[src/rtl/aes_inv_keyschedule.sv]
// AES-128 decrypt-side round-key generator: expands forward 10 rounds (1/cycle) then steps back on next.
// Load-to-valid latency 10 cycles; next yields one key per cycle; load overrides next in every state.

module sbox_element (
    input  logic [7:0] i_dat,
    output logic [7:0] o_dat
);
    function automatic logic [7:0] gf_mul(input logic [7:0] a, input logic [7:0] b);
        logic [7:0] p;
        logic [7:0] x;
        p = 8'h00;
        x = a;
        for (int i = 0; i < 8; i++) begin
            if (b[i]) p = p ^ x;
            x = {x[6:0], 1'b0} ^ (x[7] ? 8'h1b : 8'h00);
        end
        return p;
    endfunction

    // Multiplicative inverse as x^254 (maps 0 to 0), then the AES affine transform.
    function automatic logic [7:0] gf_inv(input logic [7:0] x);
        logic [7:0] t;
        logic [7:0] acc;
        t   = x;
        acc = 8'h01;
        for (int i = 1; i < 8; i++) begin
            t   = gf_mul(t, t);
            acc = gf_mul(acc, t);
        end
        return acc;
    endfunction

    logic [7:0] w_inv;

    always_comb begin
        w_inv = gf_inv(i_dat);
        o_dat = w_inv ^ {w_inv[6:0], w_inv[7]} ^ {w_inv[5:0], w_inv[7:6]}
              ^ {w_inv[4:0], w_inv[7:5]} ^ {w_inv[3:0], w_inv[7:4]} ^ 8'h63;
    end
endmodule

module aes_inv_keyschedule (
    input  logic         clk,
    input  logic         rst,
    input  logic [127:0] key_in,
    input  logic         load,
    input  logic         next,
    output logic [127:0] round_key,
    output logic [3:0]   round,
    output logic         busy,
    output logic         key_valid
);
    typedef enum logic [1:0] {S_IDLE, S_EXPAND, S_SERVE} state_t;

    state_t       r_state;
    state_t       w_state_nxt;
    logic [127:0] r_round_key;
    logic [3:0]   r_round;
    logic         r_busy;
    logic         r_key_valid;

    logic         w_do_load;
    logic         w_do_fwd;
    logic         w_do_inv;
    logic [3:0]   w_rcon_idx;
    logic [7:0]   w_rcon;
    logic [31:0]  w_a, w_b, w_c, w_d;
    logic [31:0]  w_sub_in;
    logic [31:0]  w_rot;
    logic [31:0]  w_sub;
    logic [127:0] w_fwd_key;
    logic [127:0] w_inv_key;

    function automatic logic [7:0] rcon_f(input logic [3:0] r);
        case (r)
            4'd1:    return 8'h01;
            4'd2:    return 8'h02;
            4'd3:    return 8'h04;
            4'd4:    return 8'h08;
            4'd5:    return 8'h10;
            4'd6:    return 8'h20;
            4'd7:    return 8'h40;
            4'd8:    return 8'h80;
            4'd9:    return 8'h1b;
            4'd10:   return 8'h36;
            default: return 8'h00;
        endcase
    endfunction

    always_ff @(posedge clk) begin
        if (rst) r_state <= S_IDLE;
        else     r_state <= w_state_nxt;
    end

    always_comb begin
        w_state_nxt = r_state;
        case (r_state)
            S_IDLE:   if (load) w_state_nxt = S_EXPAND;
            S_EXPAND: if (load) w_state_nxt = S_EXPAND;
                      else if (r_round == 4'd9) w_state_nxt = S_SERVE;
            S_SERVE:  if (load) w_state_nxt = S_EXPAND;
            default:  w_state_nxt = S_IDLE;
        endcase
    end

    always_comb begin
        w_do_load = load;
        w_do_fwd  = (r_state == S_EXPAND) && !load;
        w_do_inv  = (r_state == S_SERVE) && next && !load && (r_round != 4'd0);
    end

    assign {w_a, w_b, w_c, w_d} = r_round_key;

    // The four S-boxes are shared: forward feeds word 3, inverse feeds the recovered d.
    assign w_rcon_idx = (r_state == S_EXPAND) ? (r_round + 4'd1) : r_round;
    assign w_rcon     = rcon_f(w_rcon_idx);
    assign w_sub_in   = (r_state == S_EXPAND) ? w_d : (w_d ^ w_c);
    assign w_rot      = {w_sub_in[23:0], w_sub_in[31:24]};

    for (genvar g = 0; g < 4; g++) begin : g_sbox
        sbox_element u_sbox (
            .i_dat (w_rot[8*g +: 8]),
            .o_dat (w_sub[8*g +: 8])
        );
    end

    always_comb begin
        logic [31:0] fa, fb, fc;
        fa        = w_a ^ w_sub ^ {w_rcon, 24'h0};
        fb        = w_b ^ fa;
        fc        = w_c ^ fb;
        w_fwd_key = {fa, fb, fc, w_d ^ fc};
        w_inv_key = {w_a ^ w_sub ^ {w_rcon, 24'h0}, w_b ^ w_a, w_c ^ w_b, w_d ^ w_c};
    end

    always_ff @(posedge clk) begin
        if (rst) begin
            r_round_key <= '0;
            r_round     <= '0;
            r_busy      <= 1'b0;
            r_key_valid <= 1'b0;
        end else if (w_do_load) begin
            r_round_key <= key_in;
            r_round     <= '0;
            r_busy      <= 1'b1;
            r_key_valid <= 1'b0;
        end else if (w_do_fwd) begin
            r_round_key <= w_fwd_key;
            r_round     <= w_rcon_idx;
            if (w_rcon_idx == 4'd10) begin
                r_busy      <= 1'b0;
                r_key_valid <= 1'b1;
            end
        end else if (w_do_inv) begin
            r_round_key <= w_inv_key;
            r_round     <= r_round - 4'd1;
        end
    end

    assign round_key = r_round_key;
    assign round     = r_round;
    assign busy      = r_busy;
    assign key_valid = r_key_valid;
endmodule

[config.mk]
export PLATFORM = sky130hd
export DESIGN_NAME = aes_inv_keyschedule
export DESIGN_NICKNAME = d
export VERILOG_FILES = /design/src/rtl/aes_inv_keyschedule.sv
export SDC_FILE = /design/constraint.sdc
export NUM_CORES = 2
export LEC_CHECK = 0
export CORE_MARGIN = 2
export CORE_UTILIZATION = 55
export CTS_CLUSTER_SIZE = 40
export DETAILED_ROUTE_END_ITERATION = 16
export PLACE_DENSITY = 0.73
export SYNTH_ARGS = -nofsm -noshare
export SYNTH_HDL_FRONTEND = slang
export SYNTH_SLANG_ARGS = --single-unit
[constraint.sdc]
create_clock -name clk -period 24.2 [get_ports clk]
set_input_delay 4.84 -clock clk [delete_from_list [all_inputs] [get_ports clk]]
set_output_delay 4.84 -clock clk [all_outputs]
set_load 0.005 [all_outputs]
## Word-level counts from Yosys, hierarchy flattened

Memory sizes are Yosys's and may differ from the RTL's.
Cells that the tools add are included.

| word-level totals | value |
|---|---|
| register bits | 136 |
| memory bits (read-only) | 128 |
| memories kept | 1 |

| operators by class | value |
|---|---|
| $add $sub $neg | 2 |
| equality and inequality tests | 6 |
| mux-type cells | 826 |
| bitwise operators | 784 |
| reduce and logical (&&, ||, !) cells | 16 |

Memory list:

| memory | words | width | rd ports | clocked after Yosys merged registers in | wr ports | RTL line | source |
|---|---|---|---|---|---|---|---|
| (name not given) | 16 | 8 | 1 | 0 | 0 | 75 | `case (r)` |

Operator list:

| cell | count |
|---|---|
| bitwise XOR 8 bit | 744 |
| two-way mux 8 bit | 420 |
| two-way mux 5 bit | 368 |
| two-way mux 128 bit | 3 |
| bitwise XOR 32 bit | 8 |
| two-way mux 32 bit | 1 |
| two-way mux 4 bit | 7 |
| two-way mux 7 bit | 4 |
| NOT 1 bit, first input constant | 28 |
| two-way mux 6 bit | 4 |
| NOT 4 bit | 4 |
| two-way mux 2 bit | 7 |
| two-way mux 3 bit | 4 |
| == test 4 bit, second input constant | 2 |
| two-way mux 1 bit | 7 |
| AND reduction 2 bit | 3 |
| nonzero test 2 bit | 3 |
| adder 4 x 1 -> 4 bit, second input constant | 1 |
| logical AND 1 bit | 4 |
| case mux 2 bit (2 select lines) | 1 |
| nonzero test 4 bit | 1 |
| OR reduction 2 bit | 2 |
| subtractor 4 x 1 -> 4 bit, second input constant | 1 |
| != test 3 bit, second input constant | 1 |
| 6 further kinds | 6 |

## Longest topological paths before layout

| logic depth | value |
|---|---|
| depth after elaboration | 141 |
| mapped depth | 83 |
| depth with buffers taken out | 67 |

## By module

Synthesis repeated with hierarchy kept, for this count alone.

| unflattened totals | value |
|---|---|
| cells, all modules | 9,130 |
| area, all modules | 70,651.5 um^2 |

Modules (own cells, without submodules):

| module | times used | cells an instance | area an instance (um^2) | seq. area each (um^2) |
|---|---|---|---|---|
| sbox_element | 4 | 1,942 | 15,220.8 | 0.0 |
| aes_inv_keyschedule | 1 | 1,362 | 9,768.1 | 2,722.6 |

## Worst setup path after synthesis

OpenSTA, ideal clock, no wires.

| timing | value |
|---|---|
| path kind | reg-to-reg |
| from | reg r_state[1] |
| to | reg r_round_key[27] (netlist: round_key[27]) |
| setup time | 0.070 ns |
| data arrival time | 17.468 ns |
| required time | 24.130 ns |
| path slack | 6.661 ns |
| cell stages (with the launch flop) | 76 |
| buffers on the path | 12 |
| clock period less this slack | 17.539 ns |
| path through | dfxtp_1 nand2b_2 buf_4 nand3_1 and2_1 clkbuf_1 inv_1 ha_1 clkbuf_1 xnor3_1 nor2_1 xnor3_1 xnor2_2 inv_2 buf_2 buf_1 ha_1 buf_1 [... 40 more ...] o22ai_1 xnor3_1 xnor2_4 xnor2_4 xor2_4 xnor3_1 nor2_1 xnor2_1 xnor3_1 xor2_2 xnor3_2 xor3_2 xnor2_1 or3_1 a21oi_1 xnor2_1 nand2_1 a21oi_1 |

| between the ends | value |
|---|---|
| word-level cells in the longest chain between the ends | 137 |
| elaborated cells between the ends (all ways) | 406 |
| classes of those cells | eq/ne (2); mux (207); bitwise (191); reduce/logical (5); memory (1) |

RTL lines:

| element | RTL line | source |
|---|---|---|
| start: declaration | 55 | `state_t r_state;` |
| start signal: assignment | 92 | `else r_state <= w_state_nxt;` |
| == test 2 x 1 -> 1 bit | 108, 115, 117 |  |
| two-way mux 32 bit | 117 | `assign w_sub_in = (r_state == S_EXPAND) ? w_d : (w_d ^ w_c);` |
| two-way mux 5 bit, or another cell as far along | 15 | `x = {x[6:0], 1'b0} ^ (x[7] ? 8'h1b : 8'h00);` |
| bitwise XOR 8 bit, on equally long branches | 15, 14 |  |
| bitwise XOR 8 bit / two-way mux 8 bit (equally long branches) | 14 | `if (b[i]) p = p ^ x;` |
| two-way mux 8 bit / bitwise XOR 8 bit (equally long branches) | 14 |  |
| bitwise XOR 8 bit / two-way mux 8 bit (equally long branches) | 14 |  |
| two-way mux 8 bit / bitwise XOR 8 bit (equally long branches) | 14 |  |
| [... 118 more ...] | - |  |
| bitwise XOR 8 bit (2 in a row) | 37 | `o_dat = w_inv ^ {w_inv[6:0], w_inv[7]} ^ {w_inv[5:0], w_inv[7:6]}` |
| bitwise XOR 8 bit (2 in a row) | 38 | `^ {w_inv[4:0], w_inv[7:5]} ^ {w_inv[3:0], w_inv[7:4]} ^ 8'h63;` |
| bitwise XOR 32 bit (2 in a row) | 129 | `fa = w_a ^ w_sub ^ {w_rcon, 24'h0};` |
| bitwise XOR 32 bit | 130 | `fb = w_b ^ fa;` |
| bitwise XOR 32 bit | 131 | `fc = w_c ^ fb;` |
| bitwise XOR 32 bit | 132 | `w_fwd_key = {fa, fb, fc, w_d ^ fc};` |
| two-way mux 128 bit | 147 | `end else if (w_do_fwd) begin` |
| two-way mux 128 bit | 142 | `end else if (w_do_load) begin` |
| end signal: assignment | 143 | `r_round_key <= key_in;` |
| end signal: assignment | 148 | `r_round_key <= w_fwd_key;` |
| end signal: assignment | 155 | `r_round_key <= w_inv_key;` |
| end: declaration | 57 | `logic [127:0] r_round_key;` |

Several ways; a longest one is shown, not always the timed one.
A chain may end at the register's enable or synchronous reset.

## Worst setup path in the final report

| timing | value |
|---|---|
| from | reg r_state[1] |
| to | reg r_round_key[30] (netlist: round_key[30]) |

| between the ends | value |
|---|---|
| word-level cells in the longest chain between the ends | 138 |
| elaborated cells between the ends (all ways) | 407 |
| classes of those cells | eq/ne (2); mux (207); bitwise (192); reduce/logical (5); memory (1) |

RTL lines:

| element | RTL line |
|---|---|
| == test 2 x 1 -> 1 bit | 108, 115, 117 |
| two-way mux 32 bit | 117 |
| two-way mux 5 bit | 15 |
| bitwise XOR 8 bit | 15 |
| bitwise XOR 8 bit | 14 |
| two-way mux 8 bit | 14 |
| bitwise XOR 8 bit | 14 |
| two-way mux 8 bit | 14 |
| [... 120 more ...] | - |
| bitwise XOR 8 bit (2 in a row) | 38 |
| NOT 4 bit (no line) | - |
| bitwise XOR 32 bit (2 in a row) | 129 |
| bitwise XOR 32 bit | 130 |
| bitwise XOR 32 bit | 131 |
| bitwise XOR 32 bit | 132 |
| two-way mux 128 bit | 147 |
| two-way mux 128 bit | 142 |

Several ways; a longest one is shown, not always the timed one.

==> impl_metrics.yaml <==
run_status:
  outcome: "finished clean"
worst_setup_path:
  reg2reg_setup_slack_ps: 2860
  rr_endpoint: "round_key[30]$_SDFFE_PP0P_"
  cp-start-kind: "flip-flop"
  crit_family: "XOR/XNOR gates"
  rr_worst_depth: 66
  end_kind: "flip-flop"
  cp.arrival_ps: 21800
  critPathSlowestCell: "a222oi_1"
  cp.required_ps: 24660
  worstPathMaxFanout: 28
  path_class: "reg -> reg"
  critical_path_buf_inv_count: 7
  r2r-start: "r_state[1]$_SDFFE_PP0P_"
  cp_slowest_stage_delay_ps: 930
yosys:
  synthMuxAreaShare_pct: 3.79
  ys_types: 126
  synth-simple-area-share_pct: 20.1
  async_flop_share_pct: 0
  synth_top_cell_area_share_pct: 23.6
  yosysWarnings: 0
  syn_inst: 9306
  synthFlopType: "dfxtp_1"
  ys_seq_area_share_pct: 4.07
  synth_top_area_cell: "xnor2_1"
  synth_xor_area_share_pct: 46.1
  synth_edf_count: 0
  synth_top_family_by_area: "XOR/XNOR gates"
  synth.area.top_cells: "xnor2_1, xnor3_1, xor2_1"
  synth_compound_gate_area_share_pct: 20.3
  synth-seq-cells: 136
  synthAdderAreaFrac_pct: 0.516
  avgSynthCellArea_um2: 7.20
  netlist_area_um2: 67000
  syn-num-nets: 9464
grt:
  grt_pass1_wl_um: 350000
  grt_max_degree: 95
  grt.total_usage_pct: 34.2
  grt-ovfl-total: 0
  antenna_found_initial: 9
  grt_pass1_vias: 61100
clock_tree:
  numCtsBuffers: 17
  clockBufferDepth: 2
  cts-root-buf: "clkbuf_16"
  ctsResizeCount: 0
  ctsHoldBuffers: 0
  path_clk_slew_ps: 80
  cts_tree: "built"
  clk_latency_ps: 540
  clock_sinks: 136
  post_cts_buffers: 0
  cts_max_level: 4
cells_and_area:
  fin_cells: 10800
  area_growth_syn_to_layout_pct: 6.88
  final_cell_mix: "xnor2_1, nor2_1, nand2_1"
  drive_above_1_share_pct: 7.50
  final_util_pct: 59.0
  register_area_um2: 2720
  multiInputGateArea_um2: 61100
  layout_commonest_cell: "xnor2_1"
  fin_nets: 9328
  num-fill-cells: 11300
timing:
  fmaxAchievable_mhz: 46.9
  finalCriticalPeriod_ps: 21340
  worst_pin_slew_ps: 1340
  hold_ws_ps: 492
  hold_violations: 0
  skew_ps: 21.3
  rsz0062_at_grt: "no"
  min_period_over_period_pct: 88.2
  relSlewSlack_pct: 10.1
  drv_slew: 0
  setup-violations-final: 0
  setup_tns_ps: 0
min_path:
  min_from: "key_valid$_SDFFE_PP0P_"
  holdPathStages: 2
  hold_class: "reg -> reg"
  hold_end: "key_valid$_SDFFE_PP0P_"
floorplan:
  die_area_um2: 125000
  die_w_um: 353
  die_height_um: 353
  start_util_pct: 55.2
  io_pins: 266
  core_um2: 121000
  row_count: 128
routing:
  drtAntennaViolNets: 0
  wirelength_um: 225000
  num_vias: 67500
  drt_pre_antenna_iters: 9
  drt_iter0_drc: 7756
  wl_per_cell_um: 20.8
  vias_per_cell: 6.25
  drc: 0
place:
  hpwl_um: 165000
  dp_cells: 10800
  routabilityCongestion: 0.991
  port_buffers: 265
flow_run:
  maxCapViolations: 0
## worst max-delay path by stage
stage               slack, ps                    endpoint  cells past startpoint                    start
floorplan                6660  round_key[27]$_SDFFE_PP0P_                     75  r_state[1]$_SDFFE_PP0P_
global placement         3760  round_key[29]$_SDFFE_PP0P_                     66  r_state[1]$_SDFFE_PP0P_
detailed placement       3250  round_key[27]$_SDFFE_PP0P_                     66  r_state[1]$_SDFFE_PP0P_
CTS                      3190  round_key[30]$_SDFFE_PP0P_                     66  r_state[1]$_SDFFE_PP0P_
global route             1540  round_key[30]$_SDFFE_PP0P_                     66  r_state[1]$_SDFFE_PP0P_
finish                   2860  round_key[30]$_SDFFE_PP0P_                     66  r_state[1]$_SDFFE_PP0P_
## per-stage QoR
step / instance area (um2) / setup WS (ps)
finish: 71600 / 2860
global route: 71600 / 1540
CTS: 71600 / 3190
detailed placement: 71000 / 3250
global placement: 71000 / 3760
floorplan: 67000 / 6660
## routing by layer
metal  vias up  part of all wire [%]  global-route usage (%)
li1      31700                     -                       -
met1     32100                    43                    48.4
met2      3411                    43                    52.3
met3       342                    11                    7.74
met4        14                   2.3                    8.60
met5         -                  0.15                       0
## worst min-delay path: cells and delay by family (launching register included)
kind | cells | cell delay [ps]
compound gates | 1 | 50
simple gates | 1 | 70
flops | 1 | 350
## synthesized netlist by cell type (42+ instances only)
library cell,instances
a211oi_1,117
a21oi_1,628
a22oi_1,58
a31oi_1,78
a32oi_1,42
and2_1,55
buf_1,63
buf_2,142
clkbuf_1,420
dfxtp_1,136
inv_1,128
mux2_2,46
mux2i_1,187
nand2_1,1017
nand2b_1,57
nand3_1,199
nor2_1,1265
nor2b_1,72
nor3_1,190
o211ai_1,96
o21ai_0,456
o21ai_1,46
o22ai_1,129
or3_1,67
xnor2_1,1801
xnor2_2,106
xnor3_1,251
xor2_1,555
xor2_2,42
## registers in the layout, indices dropped and copies added (netlist names)
signal     count
round_key    128
round          4
key_valid      1
r_state        2
busy           1
## cell families (layout without fill, tap and decap cells)
logic type | after synthesis | count (layout)
other cells | 0 | 2
simple gates | 3108 | 3108
xor+xnor | 2841 | 2841
fa+ha+maj | 28 | 28
flops | 136 | 136
buf+inv | 820 | 697
mux | 243 | 243
compound gates | 2130 | 2130
## area by class of cell
type | instances | share of cell area (%)
Clock buffer | 17 | 0.594
Timing Repair Buffer | 515 | 6.34
Inverter | 150 | 0.787
Tap cell | 1625 | 2.84
Sequential cell | 136 | 3.80
Multi-Input combinational cell | 8350 | 85.4
Antenna cell | 2 | 0.00699
Clock inverter | 15 | 0.185
Power is left out: the tool's default activity adds up to more than one toggle a clock period on the data nets, which glitch-free logic cannot reach.
